## src/rtl/rv_pkg.sv

```systemverilog
// Shared definitions for the RV32I multi-cycle sequencer: opcodes (instr[6:2]),
// sequencer states, write-back source codes and immediate format lookup.
package rv_pkg;

   localparam logic [4:0] OP_LOAD     = 5'b00000;
   localparam logic [4:0] OP_OP_IMM   = 5'b00100;
   localparam logic [4:0] OP_AUIPC    = 5'b00101;
   localparam logic [4:0] OP_STORE    = 5'b01000;
   localparam logic [4:0] OP_OP       = 5'b01100;
   localparam logic [4:0] OP_LUI      = 5'b01101;
   localparam logic [4:0] OP_BRANCH   = 5'b11000;
   localparam logic [4:0] OP_JALR_RAW = 5'b11001;
   localparam logic [4:0] OP_JAL      = 5'b11011;

   localparam logic [31:0] NOP_INSTR  = 32'h0000_0013;

   localparam logic [1:0] WD_ALU = 2'd0;
   localparam logic [1:0] WD_PC4 = 2'd1;
   localparam logic [1:0] WD_MEM = 2'd2;

   typedef enum logic [2:0] {
      FETCH  = 3'd0,
      DECODE = 3'd1,
      EXEC   = 3'd2,
      MEM    = 3'd3,
      WB     = 3'd4,
      HALT   = 3'd5
   } state_t;

   typedef enum logic [2:0] {
      FMT_R   = 3'd0,
      FMT_I   = 3'd1,
      FMT_S   = 3'd2,
      FMT_B   = 3'd3,
      FMT_U   = 3'd4,
      FMT_J   = 3'd5,
      FMT_BAD = 3'd6
   } imm_fmt_t;

   // Immediate layout for each supported opcode; anything else is unsupported.
   function automatic imm_fmt_t imm_fmt(input logic [4:0] op);
      imm_fmt_t fmt;
      case (op)
         OP_LOAD, OP_OP_IMM, OP_JALR_RAW: fmt = FMT_I;
         OP_STORE:                        fmt = FMT_S;
         OP_BRANCH:                       fmt = FMT_B;
         OP_LUI, OP_AUIPC:                fmt = FMT_U;
         OP_JAL:                          fmt = FMT_J;
         OP_OP:                           fmt = FMT_R;
         default:                         fmt = FMT_BAD;
      endcase
      return fmt;
   endfunction

endpackage

```

## src/rtl/rv_imm_gen.sv

```systemverilog
// Combinational immediate generator: extracts and sign-extends the immediate of
// the instruction word by format and flags encodings the sequencer cannot run.
module rv_imm_gen
   import rv_pkg::*;
(
   input  logic [31:0] ir,
   output logic [31:0] imm,
   output logic        legal
);

   // Pick the immediate layout from the opcode; R-type carries no immediate.
   always_comb begin
      imm   = 32'h0000_0000;
      legal = 1'b0;
      if (ir[1:0] == 2'b11) begin
         legal = 1'b1;
      end else begin
         legal = 1'b0;
      end
      case (imm_fmt(ir[6:2]))
         FMT_I:   imm = {{20{ir[31]}}, ir[31:20]};
         FMT_S:   imm = {{20{ir[31]}}, ir[31:25], ir[11:7]};
         FMT_B:   imm = {{19{ir[31]}}, ir[31], ir[7], ir[30:25], ir[11:8], 1'b0};
         FMT_U:   imm = {ir[31:12], 12'h000};
         FMT_J:   imm = {{11{ir[31]}}, ir[31], ir[19:12], ir[20], ir[30:21], 1'b0};
         FMT_R:   imm = 32'h0000_0000;
         default: begin
            imm   = 32'h0000_0000;
            legal = 1'b0;
         end
      endcase
   end

endmodule

```

## src/rtl/rv_multicycle_ctrl.sv

```systemverilog
// Multi-cycle RV32I sequencer: FETCH -> DECODE -> EXEC -> [MEM] -> WB.
// Owns pc, instruction register and pc update; the request/strobe outputs are
// decodes of the registered state so no acknowledge reaches them combinationally.
module rv_multicycle_ctrl
   import rv_pkg::*;
#(
   parameter logic [31:0] RESET_PC = 32'h0000_0000,
   parameter int          XLEN     = 32
) (
   input  logic            clk,
   input  logic            rst,
   output logic            imem_req,
   output logic [XLEN-1:0] imem_addr,
   input  logic            imem_ack,
   input  logic [31:0]     imem_rdata,
   output logic            dmem_req,
   output logic            dmem_we,
   input  logic            dmem_ack,
   output logic [4:0]      alu_opcode,
   output logic [2:0]      alu_funct3,
   output logic [6:0]      alu_funct7,
   output logic [XLEN-1:0] alu_imm,
   output logic [XLEN-1:0] alu_pc,
   input  logic            taken_branch,
   input  logic            is_jal,
   input  logic            is_jalr,
   input  logic [XLEN-1:0] rs1_data,
   output logic [4:0]      rf_rs1,
   output logic [4:0]      rf_rs2,
   output logic [4:0]      rf_rd,
   output logic            rf_we,
   output logic [1:0]      rf_wd_sel,
   output logic            illegal,
   output logic            retire
);

   state_t          state_r;
   logic [XLEN-1:0] pc_r;
   logic [31:0]     ir_r;
   logic [4:0]      op_raw_r;
   logic [4:0]      alu_opcode_r;
   logic [2:0]      alu_funct3_r;
   logic [XLEN-1:0] alu_imm_r;
   logic [1:0]      rf_wd_sel_r;
   logic            wb_write_r;
   logic [XLEN-1:0] next_pc_r;
   logic            illegal_r;

   logic [4:0]      op_s;
   logic [31:0]     imm_s;
   logic            legal_s;
   logic [4:0]      dec_opcode_s;
   logic [2:0]      dec_funct3_s;
   logic [1:0]      dec_wd_sel_s;
   logic            dec_wb_write_s;
   logic [XLEN-1:0] target_s;

   assign op_s = ir_r[6:2];

   rv_imm_gen u_imm_gen (
      .ir    (ir_r),
      .imm   (imm_s),
      .legal (legal_s)
   );

   // Translate the raw opcode into what the alu sees and how write-back behaves.
   always_comb begin
      dec_opcode_s   = op_s;
      dec_funct3_s   = ir_r[14:12];
      dec_wd_sel_s   = WD_ALU;
      dec_wb_write_s = (ir_r[11:7] != 5'd0);
      case (op_s)
         OP_JAL: begin
            dec_opcode_s = OP_JAL;
            dec_funct3_s = 3'b001;
            dec_wd_sel_s = WD_PC4;
         end
         OP_JALR_RAW: begin
            dec_opcode_s = OP_JAL;
            dec_funct3_s = 3'b000;
            dec_wd_sel_s = WD_PC4;
         end
         OP_LOAD: begin
            dec_wd_sel_s = WD_MEM;
         end
         OP_BRANCH, OP_STORE: begin
            dec_wb_write_s = 1'b0;
         end
         default: begin
            dec_wd_sel_s = WD_ALU;
         end
      endcase
   end

   // Next-pc candidate from the alu verdicts; 32-bit adds wrap naturally.
   always_comb begin
      if (is_jal) begin
         target_s = pc_r + alu_imm_r;
      end else if (is_jalr) begin
         target_s = (rs1_data + alu_imm_r) & 32'hFFFF_FFFE;
      end else if (taken_branch) begin
         target_s = pc_r + alu_imm_r;
      end else begin
         target_s = pc_r + 32'd4;
      end
   end

   // Sequencer state, pc, instruction register and decoded fields.
   always_ff @(posedge clk) begin
      if (rst) begin
         state_r      <= FETCH;
         pc_r         <= RESET_PC;
         ir_r         <= NOP_INSTR;
         op_raw_r     <= OP_OP_IMM;
         alu_opcode_r <= OP_OP_IMM;
         alu_funct3_r <= 3'b000;
         alu_imm_r    <= 32'h0000_0000;
         rf_wd_sel_r  <= WD_ALU;
         wb_write_r   <= 1'b0;
         next_pc_r    <= RESET_PC;
         illegal_r    <= 1'b0;
      end else begin
         case (state_r)
            FETCH: begin
               if (imem_ack) begin
                  ir_r    <= imem_rdata;
                  state_r <= DECODE;
               end
            end
            DECODE: begin
               if (!legal_s) begin
                  illegal_r <= 1'b1;
                  state_r   <= HALT;
               end else begin
                  op_raw_r     <= op_s;
                  alu_opcode_r <= dec_opcode_s;
                  alu_funct3_r <= dec_funct3_s;
                  alu_imm_r    <= imm_s;
                  rf_wd_sel_r  <= dec_wd_sel_s;
                  wb_write_r   <= dec_wb_write_s;
                  state_r      <= EXEC;
               end
            end
            EXEC: begin
               next_pc_r <= target_s;
               if ((op_raw_r == OP_LOAD) || (op_raw_r == OP_STORE)) begin
                  state_r <= MEM;
               end else begin
                  state_r <= WB;
               end
            end
            MEM: begin
               if (dmem_ack) begin
                  state_r <= WB;
               end
            end
            WB: begin
               pc_r    <= next_pc_r;
               state_r <= FETCH;
            end
            HALT: begin
               state_r <= HALT;
            end
            default: begin
               state_r <= HALT;
            end
         endcase
      end
   end

   assign imem_req   = (state_r == FETCH);
   assign imem_addr  = pc_r;
   assign dmem_req   = (state_r == MEM);
   assign dmem_we    = (state_r == MEM) && (op_raw_r == OP_STORE);
   assign alu_opcode = alu_opcode_r;
   assign alu_funct3 = alu_funct3_r;
   assign alu_funct7 = ir_r[31:25];
   assign alu_imm    = alu_imm_r;
   assign alu_pc     = pc_r;
   assign rf_rs1     = ir_r[19:15];
   assign rf_rs2     = ir_r[24:20];
   assign rf_rd      = ir_r[11:7];
   assign rf_we      = (state_r == WB) && wb_write_r;
   assign rf_wd_sel  = rf_wd_sel_r;
   assign illegal    = illegal_r;
   assign retire     = (state_r == WB);

endmodule
```

## config.mk

```make
export PLATFORM = sky130hd
export DESIGN_NAME = rv_multicycle_ctrl
export DESIGN_NICKNAME = d
export VERILOG_FILES = /design/src/rtl/rv_pkg.sv /design/src/rtl/rv_imm_gen.sv /design/src/rtl/rv_multicycle_ctrl.sv
export SDC_FILE = /design/constraint.sdc
export NUM_CORES = 1
export LEC_CHECK = 0
export ABC_AREA = 1
export CORE_ASPECT_RATIO = 0.9
export CORE_MARGIN = 2
export CORE_UTILIZATION = 40
export CTS_CLUSTER_SIZE = 30
export DETAILED_ROUTE_END_ITERATION = 8
export GPL_TIMING_DRIVEN = 0
export SYNTH_ARGS = -nofsm -noshare
export SYNTH_HDL_FRONTEND = slang
export SYNTH_SLANG_ARGS = --single-unit
```

## constraint.sdc

```tcl
create_clock -name clk -period 4.7 [get_ports clk]
set_clock_uncertainty 0.05 [all_clocks]
set_input_delay 0.705 -clock clk [delete_from_list [all_inputs] [get_ports clk]]
set_output_delay 0.705 -clock clk [all_outputs]
set_load 0.02 [all_outputs]
```

==> results of run 1 <==
-- synthesized netlist by cell type, drive strengths merged, types with 12 or more instances --
library cell  count
nand2           532
a31oi            12
ha               62
o21ai           169
nor2            181
nand4            26
o21bai           12
buf              66
clkbuf           41
inv             257
nor3             18
dfxtp           151
nand3           123
a21oi           204
-- kinds of logic after synthesis --
family,after synthesis
fa+ha+maj,64
compound gates,429
flops,151
xor+xnor,15
buf+inv,368
simple gates,905
-- flip-flops by register name (all words and copies together), names as in the netlist, named ones only --
register / cells
wb_write_r: 1
alu_imm: 32
op_raw_r: 5
rf_wd_sel: 2
ir_r: 32
alu_funct3: 3
state_r: 3
alu_pc: 32
alu_opcode: 5
next_pc_r: 32
illegal: 1
-- final cells by class --
type / count / area [um2]
repair buffers: 202 / 2020
flip-flops and latches: 151 / 3020
clock inverters: 14 / 130
multi-input cells: 1413 / 7090
inverters: 261 / 982
well taps: 396 / 495
clock buffers: 18 / 439
plain buffers: 107 / 618
diodes: 1 / 2.50
fillers: 3036 / 14100
-- cell usage in the layout (no fill, tap or decap), drive strengths merged, types with 11 or more instances in the layout --
cell	n
clkdlybuf4s50	202
a31oi	12
xor2	11
a21oi	204
inv	266
nand3	123
nor3	18
dfxtp	151
ha	62
o21bai	12
buf	66
nand2	532
o21ai	169
nand4	26
nor2	181
clkbuf	59
-- stage by stage --
step | instance area (um2) | util (%)
finish | 14800 | 51.3
global route | 14800 | 51.3
CTS | 14800 | 51.3
global placement | 14200 | 49.3
floorplan | 11700 | -
detailed placement | 14200 | 49.3
-- final timing paths --
check,start,endpoint,slack [ps],cells after the start
worst max-delay path,state_r[0]$_SDFFE_PP0P_,rf_we,940,7
worst min register to register,op_raw_r[2]$_SDFFE_PP1P_,op_raw_r[2]$_SDFFE_PP1P_,400,2
worst min-delay path,op_raw_r[2]$_SDFFE_PP1P_,op_raw_r[2]$_SDFFE_PP1P_,400,2
worst max register to register,alu_pc[3]$_SDFFE_PP0P_,next_pc_r[30]$_SDFFE_PP0P_,1910,12
-- worst register-to-register path: cells and delay by family, from the launching register on --
family | cells | cell delay (ps)
simple gates | 8 | 1370
flops | 1 | 520
fa+ha+maj | 1 | 280
compound gates | 2 | 280
buf+inv | 1 | 170
-- power groups by stage --
| stage | Combinational (mW) | Sequential [mW] | Clock, mW |
|---|---|---|---|
| floorplan | 1.45 | 1.87 | 0 |
| global placement | 2.49 | 1.89 | 0 |
| detailed placement | 2.50 | 1.89 | 0 |
| CTS | 2.52 | 1.86 | 1.41 |
| global route | 2.77 | 1.90 | 1.46 |
| finish | 2.55 | 1.87 | 1.39 |
-- metal layers --
layer	wire (um)	global-route usage [%]	vias up
met3	5010	7.94	73
met4	1260	9.60	0
met5	0	0	-
li1	-	-	6728
met1	23300	47.5	6217
met2	20500	47.0	633
==> results.ini, run 1 <==
[run_status]
status = finished, final reports clean

[synth]
synth_edf_count = 0
synth.avg_cell_area_um2 = 6.06
muxShareOfSynthArea_pct = 0
ys.flop_type = dfxtp_1
yosysUniqueCellTypes = 53
synth_async_sr_flop_share_pct = 0
mappedNetlistArea_mm2 = 0.0117
synthSimpleGateAreaFrac_pct = 32.9
syn_inst = 1932
yosys.area.top_type_share_pct = 25.8
synth-compound-area-share_pct = 19.5
synth_top_family_by_area = simple AND/OR/NAND/NOR gates
ys_warn_count = 0
synthTopCellsByArea = dfxtp_1, nand2_1, a21oi_1, inv_1, o21ai_0
synth_top_cell_by_area = dfxtp_1
synth-seq-cells = 151
synth_fa_ha_area_share_pct = 6.97
yosysSeqAreaShare_pct = 25.8
synth_xor_area_share_pct = 1.12
synth_nets = 2067

[critical_path]
startpoint_type = flip-flop
cp_slowest_cell = clkdlybuf4s50_1
crit_top_cell = nor2_1
worst-path-buf-inv = 4
cp_top_family = buffers and inverters
arrival_ps = 3010
cpPeakStageDelay_ps = 630
cp-end-kind = output pin
path_cells = nor2_1, inv_2, nor2_1, clkinv_1, clkbuf_1, nor2_1, clkdlybuf4s50_1
path_class = flip-flop to output pin
path_max_fanout = 10
critical_path_required_ps = 3940

[placed_design]
gp_congestion = 0.977
post-place-ws_ps = 1340
placed_cells = 2530
dp_hpwl_um = 41300
io_buffer_count = 202

[power_and_ir_drop]
sequentialPowerShare_pct = 32.2
p_leak_nw = 6.77
powerDensity_mw_per_mm2 = 392
intPower_mw = 3.24
peakVddDrop_v = 0.000279
p_comb_share_pct = 43.9
clkPwrFrac_pct = 24.0
power.total_mw = 5.81
p_switching_mw = 2.56
swShare_pct = 44.1

[sta]
max_freq_ghz = 0.266
slew_viol_final = 0
hold_viol = 0
period_minus_slack_ps = 3760
timing.hold.ws_ps = 405
setup_ws_ps = 939
grt_setup_unrepaired = false
setup_viol = 0
finalCritPeriodShare_pct = 80.0
tns_ps = 0
maxSlewHeadroom_pct = 25.1
worstMarginPinSlew_ps = 1120

[cts]
hold_buffers = 0
clockRootBuffer = clkbuf_16
post_cts_resized = 0
cts_tree = built
clockBufferDepth = 2
postCtsSetupBuffers = 0
clock_tree.htree_level_count = 4
clkSlewWorstSetupHoldPaths_ps = 70
cts.sinks = 151
insertion_delay_ps = 450
cts_buffers = 17

[die]
io_pins = 205
die-area_mm2 = 0.0307
die_h_um = 166
num_rows = 59
core_mm2 = 0.0289
die_x_um = 184
initial_core_util_pct = 40.6

[routing]
drc = 0
firstDrtPassIters = 5
wl_um = 50100
viasPerCell = 5.33
post_drt_wl_per_cell_um = 19.6
ant_nets = 0
drt_iter0_drc = 1446
via_count = 13700

[cells_and_area]
finalNonFillerCells = 2563
fin_nets = 2288
drive_gt1_share_pct = 6.23
layout-area-overhead-vs-synth_pct = 26.4

[global_routing]
grt_usage_pct = 32.6
grt_pass1_vias = 12400
grt_max_degree = 17
antenna_found_initial = 0
grt-ovfl-total = 0
grt_pass1_wl_um = 74400

[worst_hold_path]
hold_path.class = flip-flop to flip-flop

[job]
cap_violations = 0

Power figures use the tool's default switching activity.
==> inputs of run 2 (changes only) <==
--- a/config.mk
+++ b/config.mk
@@ -12,6 +12,7 @@
 export CTS_CLUSTER_SIZE = 30
 export DETAILED_ROUTE_END_ITERATION = 8
 export GPL_TIMING_DRIVEN = 0
+export PLACE_DENSITY = 0.66
 export SYNTH_ARGS = -nofsm -noshare
 export SYNTH_HDL_FRONTEND = slang
 export SYNTH_SLANG_ARGS = --single-unit
==> constraint.sdc (replaced) <==
create_clock -name clk -period 3.3 [get_ports clk]
set_clock_uncertainty 0.05 [all_clocks]
set_input_delay 0.495 -clock clk [delete_from_list [all_inputs] [get_ports clk]]
set_output_delay 0.495 -clock clk [all_outputs]
set_load 0.02 [all_outputs]
==> results.ini, run 2 (synthesized netlist as in run 1, its figures left out) <==
[global_routing]
grt-ovfl-total = 0
antenna_found_initial = 0
grt_pass1_wl_um = 76200
grt_usage_pct = 33.5
grt_max_degree = 18
grt_pass1_vias = 12400

[worst_hold_path]
hold_path.class = flip-flop to flip-flop
min_to = op_raw_r[2]$_SDFFE_PP1P_
min-delay-start = op_raw_r[2]$_SDFFE_PP1P_
min_path_cells = 2

[cts]
postCtsSetupBuffers = 0
clkSlewWorstSetupHoldPaths_ps = 70
cts_buffers = 17
clock_tree.htree_level_count = 4
hold_buffers = 0
insertion_delay_ps = 450
cts_tree = built
clockBufferDepth = 2
clockRootBuffer = clkbuf_16
cts.sinks = 151

[cells_and_area]
final_common_cell = nand2_1
finalInstanceArea_mm2 = 0.0148
layout-area-overhead-vs-synth_pct = 26.5
drive_gt1_share_pct = 6.33
antenna_cells = 0
final_cell_mix = nand2_1, inv_1, a21oi_1, clkdlybuf4s50_1, nor2_1
fin_nets = 2287

[critical_path]
r2r_end = next_pc_r[27]$_SDFFE_PP0P_
cp_top_family = buffers and inverters
cpPeakStageDelay_ps = 620
reg2reg_depth = 9
worst-path-buf-inv = 3
critical_path_required_ps = 2750
worstReg2RegStart = alu_pc[14]$_SDFFE_PP0P_
startpoint_type = flip-flop
cp_slowest_cell = clkdlybuf4s50_1
r2r_slack_ps = 480
arrival_ps = 2520
crit_top_cell = nor2_1
cp-end-kind = output pin
path_class = flip-flop to output pin
path_cells = nor2_1, inv_2, nor2_2, clkinv_2, nor2_1, clkdlybuf4s50_1
path_max_fanout = 17

[sta]
slew_viol_final = 0
hold_viol = 0
period_minus_slack_ps = 3070
grt_setup_unrepaired = false
maxSlewHeadroom_pct = 21.8
finalCritPeriodShare_pct = 92.9
worstMarginPinSlew_ps = 1170
max_freq_ghz = 0.326
setup_viol = 0
tns_ps = 0

[die]
die-area_mm2 = 0.0307
io_pins = 205
core_mm2 = 0.0289
die_h_um = 166
die_x_um = 184
num_rows = 59
initial_core_util_pct = 40.6

[placed_design]
io_buffer_count = 202
dp_hpwl_um = 42700
dpl-instance-area_mm2 = 0.0142
gp_congestion = 0.980

[routing]
drt_iter0_drc = 1650
ant_nets = 0
viasPerCell = 5.38
drt-met1-wl_um = 24800
wl_met2_um = 21300
post_drt_wl_per_cell_um = 20.1
via_count = 13800
wl_met3_um = 4550
drc = 0
top_layer = met4
firstDrtPassIters = 5
wl_um = 51500

[power_and_ir_drop]
power.total_mw = 8.37
p_leak_nw = 6.78
peakVddDrop_v = 0.000356
powerDensity_mw_per_mm2 = 565

[job]
cap_violations = 0

[run_status]
status = finished, final reports clean

==> run 2: per-stage QoR <==
| step | utilization, % | instances | setup WS (ps) | hold slack (ps) |
|---|---|---|---|---|
| after floorplan | - | 1932 | 1170 | 369 |
| after global placement | 49.3 | 2530 | 60.4 | 381 |
| after detailed placement | 49.3 | 2530 | 46.1 | 387 |
| after CTS | 51.3 | 2562 | 68.5 | 402 |
| after global routing | 51.3 | 2561 | 108 | 433 |
| final | 51.3 | 2561 | 233 | 403 |
==> run 2: how the worst max path moves through the flow <==
stage                            start                    endpoint  slack [ps]  cells past startpoint
4_1_cts        state_r[0]$_SDFFE_PP0P_                       rf_we          70                      7
5_1_grt        state_r[0]$_SDFFE_PP0P_                      retire         110                      5
3_5_place_dp                   is_jalr  next_pc_r[15]$_SDFFE_PP0P_          50                     10
6_report       state_r[0]$_SDFFE_PP0P_                       rf_we         230                      6
3_3_place_gp                   is_jalr  next_pc_r[15]$_SDFFE_PP0P_          60                     10
2_1_floorplan  alu_imm[0]$_SDFFE_PP0P_  next_pc_r[10]$_SDFFE_PP0P_        1170                     11
==> run 2: area by class of cell <==
type / count / area (um2)
Buffer: 106 / 614
Multi-Input combinational cell: 1413 / 7090
Inverter: 261 / 983
Sequential cell: 151 / 3020
Clock buffer: 17 / 425
Fill cell: 3048 / 14100
Clock inverter: 15 / 155
Tap cell: 396 / 495
Timing Repair Buffer: 202 / 2020
==> run 2: timing repair <==
item	4_1_cts	5_1_grt
gates cloned	0	0
endpoints found under the setup margin	1	1
gates resized for setup	2	0
endpoints found under the hold margin	0	0
==> run 2: worst reg2reg max path, delay by kind of cell, from the launching register on <==
family          cells  cell delay [ps]
flops               1              540
simple gates        7             1890
compound gates      1               60
xor+xnor            1              140
==> run 2: layer usage <==
metal	up-vias	track usage [%]
li1	6717	-
met4	0	7.76
met2	615	48.6
met1	6388	51.1
met5	-	0
met3	48	5.48
==> run 2: power breakdown <==
part	switching (mW)	internal (mW)
Sequential	0.482	2.19
Clock	1.03	1.02
Combinational	2.23	1.41
Total	3.75	4.62
==> inputs of run 3 (changes only) <==
--- a/config.mk
+++ b/config.mk
@@ -12,7 +12,7 @@
 export CTS_CLUSTER_SIZE = 30
 export DETAILED_ROUTE_END_ITERATION = 8
 export GPL_TIMING_DRIVEN = 0
-export PLACE_DENSITY = 0.66
+export PLACE_DENSITY_LB_ADDON = 0.15
 export SYNTH_ARGS = -nofsm -noshare
 export SYNTH_HDL_FRONTEND = slang
 export SYNTH_SLANG_ARGS = --single-unit
==> results.ini, run 3 (synthesized netlist as in run 1, its figures left out) <==
[cts]
clockRootBuffer = clkbuf_16
cts_buffers = 17
cts.sinks = 151
clock_tree.htree_level_count = 4
clockBufferDepth = 2
insertion_delay_ps = 450
cts_tree = built
clkSlewWorstSetupHoldPaths_ps = 70

[die]
io_pins = 205
num_rows = 59
die_x_um = 184
initial_core_util_pct = 40.6
die-area_mm2 = 0.0307
core_mm2 = 0.0289
die_h_um = 166

[critical_path]
cp-end-kind = output pin
worst-path-buf-inv = 3
arrival_ps = 2600
path_cells = nor2_1, inv_2, nor2_2, clkbuf_1, clkdlybuf4s50_1
startpoint_type = flip-flop
cp_top_family = buffers and inverters
path_class = flip-flop to output pin
critical_path_required_ps = 2750
path_max_fanout = 11
cp_slowest_cell = clkdlybuf4s50_1
cpPeakStageDelay_ps = 720

[global_routing]
grtUsageMet2_pct = 47.7
grtUsageMet3_pct = 7.17
grt_max_degree = 17
grt-busiest-layer = met1
grt_pass1_vias = 12300
grt_pass1_wl_um = 74400
use_met1_pct = 48.3
grt_usage_pct = 32.7
grt-ovfl-total = 0
antenna_found_initial = 0

[placed_design]
gp_congestion = 0.990
dp_hpwl_um = 41700
io_buffer_count = 202

[worst_hold_path]
hold_path.class = flip-flop to flip-flop

[routing]
ant_nets = 0
firstDrtPassIters = 5
via_count = 13700
viasPerCell = 5.33
post_drt_wl_per_cell_um = 19.8
wl_um = 50700
drc = 0
drt_iter0_drc = 1381

[cells_and_area]
layout-area-overhead-vs-synth_pct = 26.7
final_common_cell = nand2_1
fin_nets = 2287
final_cell_mix = nand2_1, inv_1, a21oi_1, clkdlybuf4s50_1, nor2_1
drive_gt1_share_pct = 6.28

[sta]
grt_setup_unrepaired = false
maxSlewHeadroom_pct = 6.07
period_minus_slack_ps = 3150
finalCritPeriodShare_pct = 95.3
worstMarginPinSlew_ps = 1400
setup_viol = 0
tns_ps = 0
max_freq_ghz = 0.318
slew_viol_final = 0
hold_viol = 0

[run_status]
status = finished, final reports clean

[power_and_ir_drop]
peakVddDrop_v = 0.000516
powerDensity_mw_per_mm2 = 567
p_leak_nw = 6.79
power.total_mw = 8.42

[job]
cap_violations = 0

==> run 3: changes by cell type in the layout (fill, tap and decap cells not counted), sizes merged <==
cell	before	now
bufinv	0	2
diode	0	2
clkinv	8	7
inv	268	266
==> run 3: through the flow <==
stage	utilization (%)	std cells	hold slack [ps]	worst slack (ps)	cell area [um2]
after CTS	51.4	2561	404	34.8	14800
after floorplan	-	1932	369	1170	11700
after detailed placement	49.3	2530	398	-104	14200
after global routing	51.4	2560	431	87.6	14800
after global placement	49.3	2530	384	-127	14200
final	51.4	2562	411	154	14800
==> run 3: layout make-up <==
| cell class | instances | area (um2) |
|---|---|---|
| multi-input cells | 1413 | 7090 |
| clock inverters | 14 | 180 |
| plain buffers | 106 | 614 |
| fillers | 3050 | 14000 |
| repair buffers | 202 | 2020 |
| clock buffers | 17 | 425 |
| inverters | 261 | 983 |
| diodes | 2 | 5.00 |
| flip-flops and latches | 151 | 3020 |
| well taps | 396 | 495 |
==> run 3: final timing paths <==
path | slack, ps | cells after the start | from | end
setup / recovery | 150 | 5 | state_r[0]$_SDFFE_PP0P_ | retire
hold / removal | 410 | 2 | illegal$_SDFFE_PP0P_ | illegal$_SDFFE_PP0P_
hold reg to reg | 410 | 2 | illegal$_SDFFE_PP0P_ | illegal$_SDFFE_PP0P_
setup reg to reg | 330 | 9 | alu_pc[13]$_SDFFE_PP0P_ | next_pc_r[27]$_SDFFE_PP0P_
==> run 3: worst register-to-register path, stage by stage, from the launching register on <==
cell	delay, ps
dfxtp_1	510
nand2_1	230
nor2_1	430
nand4_1	320
nor3_1	820
xor2_1	140
nand2_1	100
nand3_1	70
nand2_1	80
a21oi_1	60
==> run 3: power by group <==
part / switching (mW) / total, mW / internal, mW / leakage (nW)
Sequential: 0.466 / 2.66 / 2.19 / 1.23
Combinational: 2.22 / 3.63 / 1.41 / 5.26
Clock: 0.982 / 2.13 / 1.15 / 0.298
==> run 3: layer usage <==
metal,wire length [um],vias to the layer above
li1,-,6717
met1,24400,6320
met2,20900,572
met3,4260,58
met4,1140,0
met5,0,-
==> run 3: timing repair <==
| item | in CTS | in global routing |
|---|---|---|
| gates resized for setup | 2 | 0 |
| setup buffers | 0 | 0 |
| setup endpoints to repair | 1 | 1 |
| hold buffers | 0 | 0 |
